`src/rtl/chien_par.sv`:
```
// Parallel Chien search over GF(2^6), GF(2^8) or GF(2^10), chosen at run time.
// Evaluates the error locator at P codeword positions per cycle and reports the roots.
//
// state | meaning
// IDLE  | waiting for start; the done cycle is also spent here with busy still high
// EVAL  | one block of P positions evaluated per cycle
// FIN   | pulse done and resolve fail
module chien_par #(
    parameter int N_MAX = 1023,
    parameter int T_MAX = 4,
    parameter int M_MAX = 10,
    parameter int P     = 8
) (
    input  logic                       clk,
    input  logic                       rstn,
    input  logic                       start,
    input  logic [9:0]                 n,
    input  logic [3:0]                 m,
    input  logic [3:0]                 degree,
    input  logic [(T_MAX+1)*M_MAX-1:0] sigma,
    output logic                       busy,
    output logic                       done,
    output logic [N_MAX-1:0]           err_vec,
    output logic [9:0]                 err_cnt,
    output logic                       fail
);

    localparam int IW = $clog2(N_MAX);

    typedef enum logic [1:0] {IDLE, EVAL, FIN} state_t;

    state_t           state;
    logic [9:0]       n_q;
    logic [3:0]       degree_q;
    logic [M_MAX:0]   poly_q;
    logic             bad_q;
    logic [10:0]      base;
    logic [M_MAX-1:0] g   [0:T_MAX];
    logic [M_MAX-1:0] cur [0:T_MAX];
    logic [M_MAX-1:0] acc;
    logic [P-1:0]     hit;
    logic [P-1:0]     valid;
    logic [10:0]      hit_cnt;
    logic [10:0]      cnt_sum;
    logic [9:0]       cnt_next;
    logic [M_MAX:0]   poly_sel;
    logic [M_MAX-1:0] fmask;
    logic             m_ok;
    logic             skip;

    // Multiply by alpha^-1: shift right, folding the polynomial in when bit 0 is set.
    function automatic logic [M_MAX-1:0] div_alpha(input logic [M_MAX-1:0] x,
                                                   input logic [M_MAX:0]   poly);
        logic [M_MAX:0] t;
        t = {1'b0, x} ^ (x[0] ? poly : '0);
        return M_MAX'(t >> 1);
    endfunction

    always_comb begin
        poly_sel = '0;
        m_ok     = 1'b0;
        case (m)
            4'd6:  begin poly_sel = (M_MAX+1)'(11'h043); m_ok = (M_MAX >= 6);  end
            4'd8:  begin poly_sel = (M_MAX+1)'(11'h11d); m_ok = (M_MAX >= 8);  end
            4'd10: begin poly_sel = (M_MAX+1)'(11'h409); m_ok = (M_MAX >= 10); end
            default: begin poly_sel = '0; m_ok = 1'b0; end
        endcase
        fmask = ~({M_MAX{1'b1}} << m);
        skip  = !m_ok || (degree > 4'(T_MAX)) || (n == 10'd0);
    end

    // cur[j] walks sigma_j * alpha^(-j*i) across the block; its final value seeds the next block.
    always_comb begin
        hit     = '0;
        valid   = '0;
        hit_cnt = '0;
        acc     = '0;
        for (int j = 0; j <= T_MAX; j++) cur[j] = g[j];
        for (int p = 0; p < P; p++) begin
            acc = '0;
            for (int j = 0; j <= T_MAX; j++) acc = acc ^ cur[j];
            hit[p]   = (acc == '0);
            valid[p] = ((base + 11'(p)) < {1'b0, n_q});
            if (hit[p] && valid[p]) hit_cnt = hit_cnt + 11'd1;
            for (int j = 1; j <= T_MAX; j++)
                for (int s = 0; s < j; s++)
                    cur[j] = div_alpha(cur[j], poly_q);
        end
        cnt_sum  = {1'b0, err_cnt} + hit_cnt;
        cnt_next = (cnt_sum > 11'd1023) ? 10'd1023 : cnt_sum[9:0];
    end

    always_ff @(posedge clk or negedge rstn) begin
        if (!rstn) begin
            state    <= IDLE;
            busy     <= 1'b0;
            done     <= 1'b0;
            err_vec  <= '0;
            err_cnt  <= '0;
            fail     <= 1'b0;
            n_q      <= '0;
            degree_q <= '0;
            poly_q   <= '0;
            bad_q    <= 1'b0;
            base     <= '0;
            for (int j = 0; j <= T_MAX; j++) g[j] <= '0;
        end else begin
            case (state)
                IDLE: begin
                    done <= 1'b0;
                    busy <= 1'b0;
                    if (start && !busy) begin
                        busy     <= 1'b1;
                        err_vec  <= '0;
                        err_cnt  <= '0;
                        fail     <= 1'b0;
                        n_q      <= n;
                        degree_q <= degree;
                        poly_q   <= poly_sel;
                        base     <= '0;
                        bad_q    <= !m_ok || (degree > 4'(T_MAX));
                        for (int j = 0; j <= T_MAX; j++)
                            g[j] <= (degree >= 4'(j)) ? (sigma[j*M_MAX +: M_MAX] & fmask) : '0;
                        state <= skip ? FIN : EVAL;
                    end
                end
                EVAL: begin
                    for (int j = 0; j <= T_MAX; j++) g[j] <= cur[j];
                    for (int p = 0; p < P; p++)
                        if (valid[p]) err_vec[IW'(base + 11'(p))] <= hit[p];
                    err_cnt <= cnt_next;
                    base    <= base + 11'(P);
                    if ((base + 11'(P)) >= {1'b0, n_q}) state <= FIN;
                end
                FIN: begin
                    done  <= 1'b1;
                    fail  <= bad_q || ({6'b0, degree_q} != err_cnt);
                    state <= IDLE;
                end
                default: state <= IDLE;
            endcase
        end
    end

endmodule

```
`config.mk`:
```
export PLATFORM = sky130hd
export DESIGN_NAME = chien_par
export DESIGN_NICKNAME = d
export VERILOG_FILES = /design/src/rtl/chien_par.sv
export SDC_FILE = /design/constraint.sdc
export NUM_CORES = 2
export LEC_CHECK = 0
export CAP_MARGIN = 20
export CORE_AREA = 10 10 423 425
export CTS_CLUSTER_DIAMETER = 80
export DETAILED_ROUTE_END_ITERATION = 6
export DIE_AREA = 0 0 433 435
export PLACE_DENSITY_LB_ADDON = 0.12
export SETUP_SLACK_MARGIN = 0.3
export SYNTH_ARGS = -nofsm -noshare
export SYNTH_HDL_FRONTEND = slang
export SYNTH_SLANG_ARGS = --single-unit
```
`constraint.sdc`:
```
create_clock -name clk -period 34 [get_ports clk]
set_clock_uncertainty 0.2 [all_clocks]
set_input_delay 5.1 -clock clk [delete_from_list [all_inputs] [get_ports clk]]
set_output_delay 5.1 -clock clk [all_outputs]
set_load 0.01 [all_outputs]
```
==> summary.txt <==
Clocking
  – Hold-fix buffers, CTS: 0
  – Post-CTS setup buffer count: 0
  – Clk slew on worst S/H paths: 0.06 ns
  – CTS tree: done
  – Gates resized, CTS repair: 0
  – Clock sink count: 1115
  – TritonCTS Buffers: 136
  – Clock insertion delay at the later pin of the skew report: 0.79 ns
  – Clock Tree Buf Depth: 3
  – H-tree depth: 4
  – Root buffer cell: sky130_fd_sc_hd__clkbuf_16

Die
  – Die Span X: 433 um
  – Initial Utilization: 38.3%
  – Top-level port count: 1107
  – Row cnt: 152
  – Die Footprint: 188000 um^2
  – Placeable core region: 171000 um^2
  – Die extent in y: 435 um

Timing
  – Achievable Freq: 0.0587 GHz
  – Total Negative Setup Slacks: 0 ns
  – Tmin final: 17.04 ns
  – Slew of the pin with the lowest slew margin: 1.18 ns
  – Worst slew margin: 21.2%
  – Setup repair after global routing missed its margin: false
  – Final worst path period share: 50.1%
  – Finish-stage setup viols: 0
  – Final-report hold violation count: 0
  – Slew Limit Fails: 0

Logic synthesis
  – Number of enable flip-flop cells after synthesis: 0
  – Number of instances in the synthesized netlist: 7759
  – Synthesized area: 65400 um^2
  – Post-synth cell types: 128
  – Share of synthesized area occupied by flip-flops and latches: 42.7%
  – FF+latch count, synth: 1115
  – Most common flop cell mapped by yosys: sky130_fd_sc_hd__dfrtp_1
  – Yosys warning total: 0
  – Post-synthesis average cell area: 8.43 um^2
  – Fraction of synthesis flops using an asynchronous set or reset pin: 100%

Placement
  – Post-DP HPWL: 235000 um
  – Port Buffer Count: 1106
  – # placed instances: 10400
  – Last weighted congestion value of the routability-driven placer: 0.961

Setup path
  – Required time worst endpoint: 34.44 ns
  – Endpoint arrival time on the critical path: 17.48 ns
  – Endpoint kind of the worst setup timing path: register
  – Worst-path fanout max: 108
  – Reg2Reg Launch Point: poly_q[6]
  – Critical path start-end classification: reg2reg
  – Largest stage delay on the critical path: 0.73 ns
  – Endpoint of the worst register-to-register path: err_cnt[2]
  – Slowest cell on the critical path: sky130_fd_sc_hd__or4_1
  – Element type at the critical path start: register
  – R2R cell count: 54
  – Reg-to-reg setup timing slack: 16.96 ns

Finish
  – Layout Cells excl Fill: 10700
  – Final Net Count: 8466
  – Fillers: 16300
  – Synthesis-to-layout area growth: 25.8%
  – FF/Latch Area: 27900 um^2
  – Finished Core Util: 48.3%
  – Footprint of the multi-input gates: 34400 um^2
  – Ratio of cells with drive above 1 in the final layout: 6.14%

Detailed routing
  – Detailed-routing iteration count for the pre-antenna-repair pass: 7
  – Violation count after the first detailed-routing iteration: 9382
  – Via density per instance: 6.22
  – # DRC: 13
  – Overall via count from detail_route: 66500
  – Wire per inst: 32.4 um
  – Number of nets still failing antenna checks after routing: 0
  – Total length of routed wires: 346000 um

Min path
  – End of the worst hold path: err_vec[648]
  – Worst Hold Class: reg2reg
  – Hold Crit Start: err_vec[648]
  – Worst hold path cell count: 2

Run status
  – Violated checks: design-rule violations
  – Run status: finished, violations left

Power and ir drop
  – Total power divided by cell area: 81.6 nW/um^2
  – Leakage Power: 34.3 nW
  – Max rail drop VDD: 0.0649 mV

Global routing
  – Top Usage Layer GRT: met2
  – All-layer global routing usage: 35.1%
  – Met2 track demand over resource in global routing: 52.9%
  – GR met3 Demand/Resource: 9.48%
  – Global-route wire length before repair: 490000 um
  – Antenna violations before repair: 20
  – Met1 track demand over resource in global routing: 45.1%
  – Via count of the first global-routing pass: 62700
  – Maximum number of pins on one net before global-route repair: 217
  – Overflow left after global routing: 0

Flow run
  – Max cap viols: 0
## layout make-up
type | instances | share of cell area, %
Sequential cell | 1115 | 33.9
Timing Repair Buffer | 1270 | 15.2
Inverter | 32 | 0.146
Clock inverter | 39 | 0.596
Clock buffer | 205 | 4.97
Tap cell | 2233 | 3.39
Antenna cell | 6 | 0.0182
Multi-Input combinational cell | 5787 | 41.8
## metrics by stage
stage                     setup WS [ns]  total power, mW  cell area, um^2  hold WS [ns]
after floorplan                   19.86             3.95            65400         0.265
after global placement            16.65             5.15            77600         0.284
after detailed placement          16.57             5.13            77600         0.293
after CTS                         16.42             6.65            82200         0.305
after global routing              16.03             6.98            82300         0.321
final                             16.96             6.72            82300         0.302
## sequential cells by signal, indices dropped and copies added, names as in the netlist, 2 cells and up
signal    count
base          8
cur          10
degree_q      4
err_cnt      10
err_vec    1023
g            40
n_q          10
poly_q        4
state         2
## per-layer routing
layer  part of all wire [%]  wire (um)
met1                     39     136000
met2                     44     153000
met3                     10      34900
met4                    6.4      22300
met5                      0          0
## cells in the final DEF (no fill, tap or decap), types with 11 or more instances in the layout
master	count
sky130_fd_sc_hd__a211oi_1	15
sky130_fd_sc_hd__a21o_1	29
sky130_fd_sc_hd__a21oi_1	1091
sky130_fd_sc_hd__a22oi_1	13
sky130_fd_sc_hd__a31oi_1	19
sky130_fd_sc_hd__a32oi_1	38
sky130_fd_sc_hd__and2_1	25
sky130_fd_sc_hd__and3_1	151
sky130_fd_sc_hd__and4_1	11
sky130_fd_sc_hd__buf_4	149
sky130_fd_sc_hd__clkbuf_1	31
sky130_fd_sc_hd__clkbuf_16	140
sky130_fd_sc_hd__clkbuf_8	34
sky130_fd_sc_hd__clkdlybuf4s50_1	1105
sky130_fd_sc_hd__clkinv_2	14
sky130_fd_sc_hd__dfrtp_1	1111
sky130_fd_sc_hd__ha_1	48
sky130_fd_sc_hd__inv_1	29
sky130_fd_sc_hd__mux2i_1	20
sky130_fd_sc_hd__nand2_1	607
sky130_fd_sc_hd__nand2b_1	25
sky130_fd_sc_hd__nand3_1	79
sky130_fd_sc_hd__nand4_1	28
sky130_fd_sc_hd__nor2_1	164
sky130_fd_sc_hd__nor3_1	34
sky130_fd_sc_hd__nor4_1	22
sky130_fd_sc_hd__o211ai_1	22
sky130_fd_sc_hd__o21a_1	15
sky130_fd_sc_hd__o21ai_0	2188
sky130_fd_sc_hd__o22ai_1	16
sky130_fd_sc_hd__or2_2	13
sky130_fd_sc_hd__or3_1	16
sky130_fd_sc_hd__xnor2_1	554
sky130_fd_sc_hd__xnor3_1	30
sky130_fd_sc_hd__xor2_1	211
## critical path, delay by kind of cell, from the launching register on
family / cells / cell delay (ns)
compound gates: 20 / 5.41
xor+xnor: 7 / 2.39
fa+ha+maj: 1 / 0.29
buf+inv: 4 / 1.12
flops: 1 / 0.56
simple gates: 22 / 6.83
## worst max path at each step
stage | from | to | depth (start not counted)
final | poly_q[6] | err_cnt[2] | 54
after global placement | poly_q[6] | err_cnt[6] | 54
after floorplan | poly_q[3] | err_cnt[2] | 58
after CTS | poly_q[6] | err_cnt[2] | 54
after detailed placement | poly_q[6] | err_cnt[2] | 54
after global routing | poly_q[6] | err_cnt[2] | 54
## Yosys cell counts, types with 14 or more instances
cell type | instances | share of area (%)
sky130_fd_sc_hd__nor2_1 | 166 | 0.95
sky130_fd_sc_hd__o22ai_1 | 16 | 0.15
sky130_fd_sc_hd__xnor2_1 | 554 | 7.4
sky130_fd_sc_hd__inv_1 | 32 | 0.18
sky130_fd_sc_hd__nor3_1 | 36 | 0.28
sky130_fd_sc_hd__nand4_1 | 28 | 0.27
sky130_fd_sc_hd__nand3_1 | 80 | 0.61
sky130_fd_sc_hd__dfrtp_1 | 1115 | 43
sky130_fd_sc_hd__a21oi_1 | 1093 | 8.4
sky130_fd_sc_hd__buf_2 | 22 | 0.17
sky130_fd_sc_hd__nor4_1 | 22 | 0.21
sky130_fd_sc_hd__clkbuf_1 | 582 | 3.3
sky130_fd_sc_hd__buf_1 | 213 | 1.2
sky130_fd_sc_hd__or2_2 | 14 | 0.13
sky130_fd_sc_hd__nand2_1 | 611 | 3.5
sky130_fd_sc_hd__a31oi_1 | 19 | 0.18
sky130_fd_sc_hd__and2_1 | 30 | 0.29
sky130_fd_sc_hd__or3_1 | 16 | 0.15
sky130_fd_sc_hd__nand2b_1 | 26 | 0.25
sky130_fd_sc_hd__a21o_1 | 29 | 0.33
sky130_fd_sc_hd__a32oi_1 | 38 | 0.51
sky130_fd_sc_hd__mux2i_1 | 20 | 0.31
sky130_fd_sc_hd__o211ai_1 | 22 | 0.25
sky130_fd_sc_hd__o21ai_0 | 2188 | 17
sky130_fd_sc_hd__a211oi_1 | 18 | 0.21
sky130_fd_sc_hd__o21a_1 | 15 | 0.17
sky130_fd_sc_hd__and3_1 | 151 | 1.4
sky130_fd_sc_hd__xnor3_1 | 30 | 1.0
sky130_fd_sc_hd__ha_1 | 52 | 0.99
sky130_fd_sc_hd__xor2_1 | 211 | 2.8
## logic make-up (layout without fill, tap and decap cells)
logic type / after synthesis / count (layout) / share of synthesized area, %
multiplexers: 32 / 32 / 0.553
AO/OA/AOI/OAI: 3604 / 3604 / 29.3
buffers and inverters: 858 / 1546 / 5.03
XOR/XNOR: 820 / 820 / 12.1
other: 1 / 8 / 0.00573
adder cells (fa/ha/maj): 53 / 53 / 1.03
flip-flops: 1115 / 1115 / 42.7
AND/OR/NAND/NOR: 1276 / 1276 / 9.42
## where the power goes
group / total (mW) / internal (mW) / leakage [nW] / switching, mW
clock network: 1.51 / 0.875 / 2.25 / 0.632
logic: 3.73 / 1.25 / 16.6 / 2.48
registers: 1.48 / 1.37 / 15.5 / 0.109
Power figures use the tool's default switching activity.
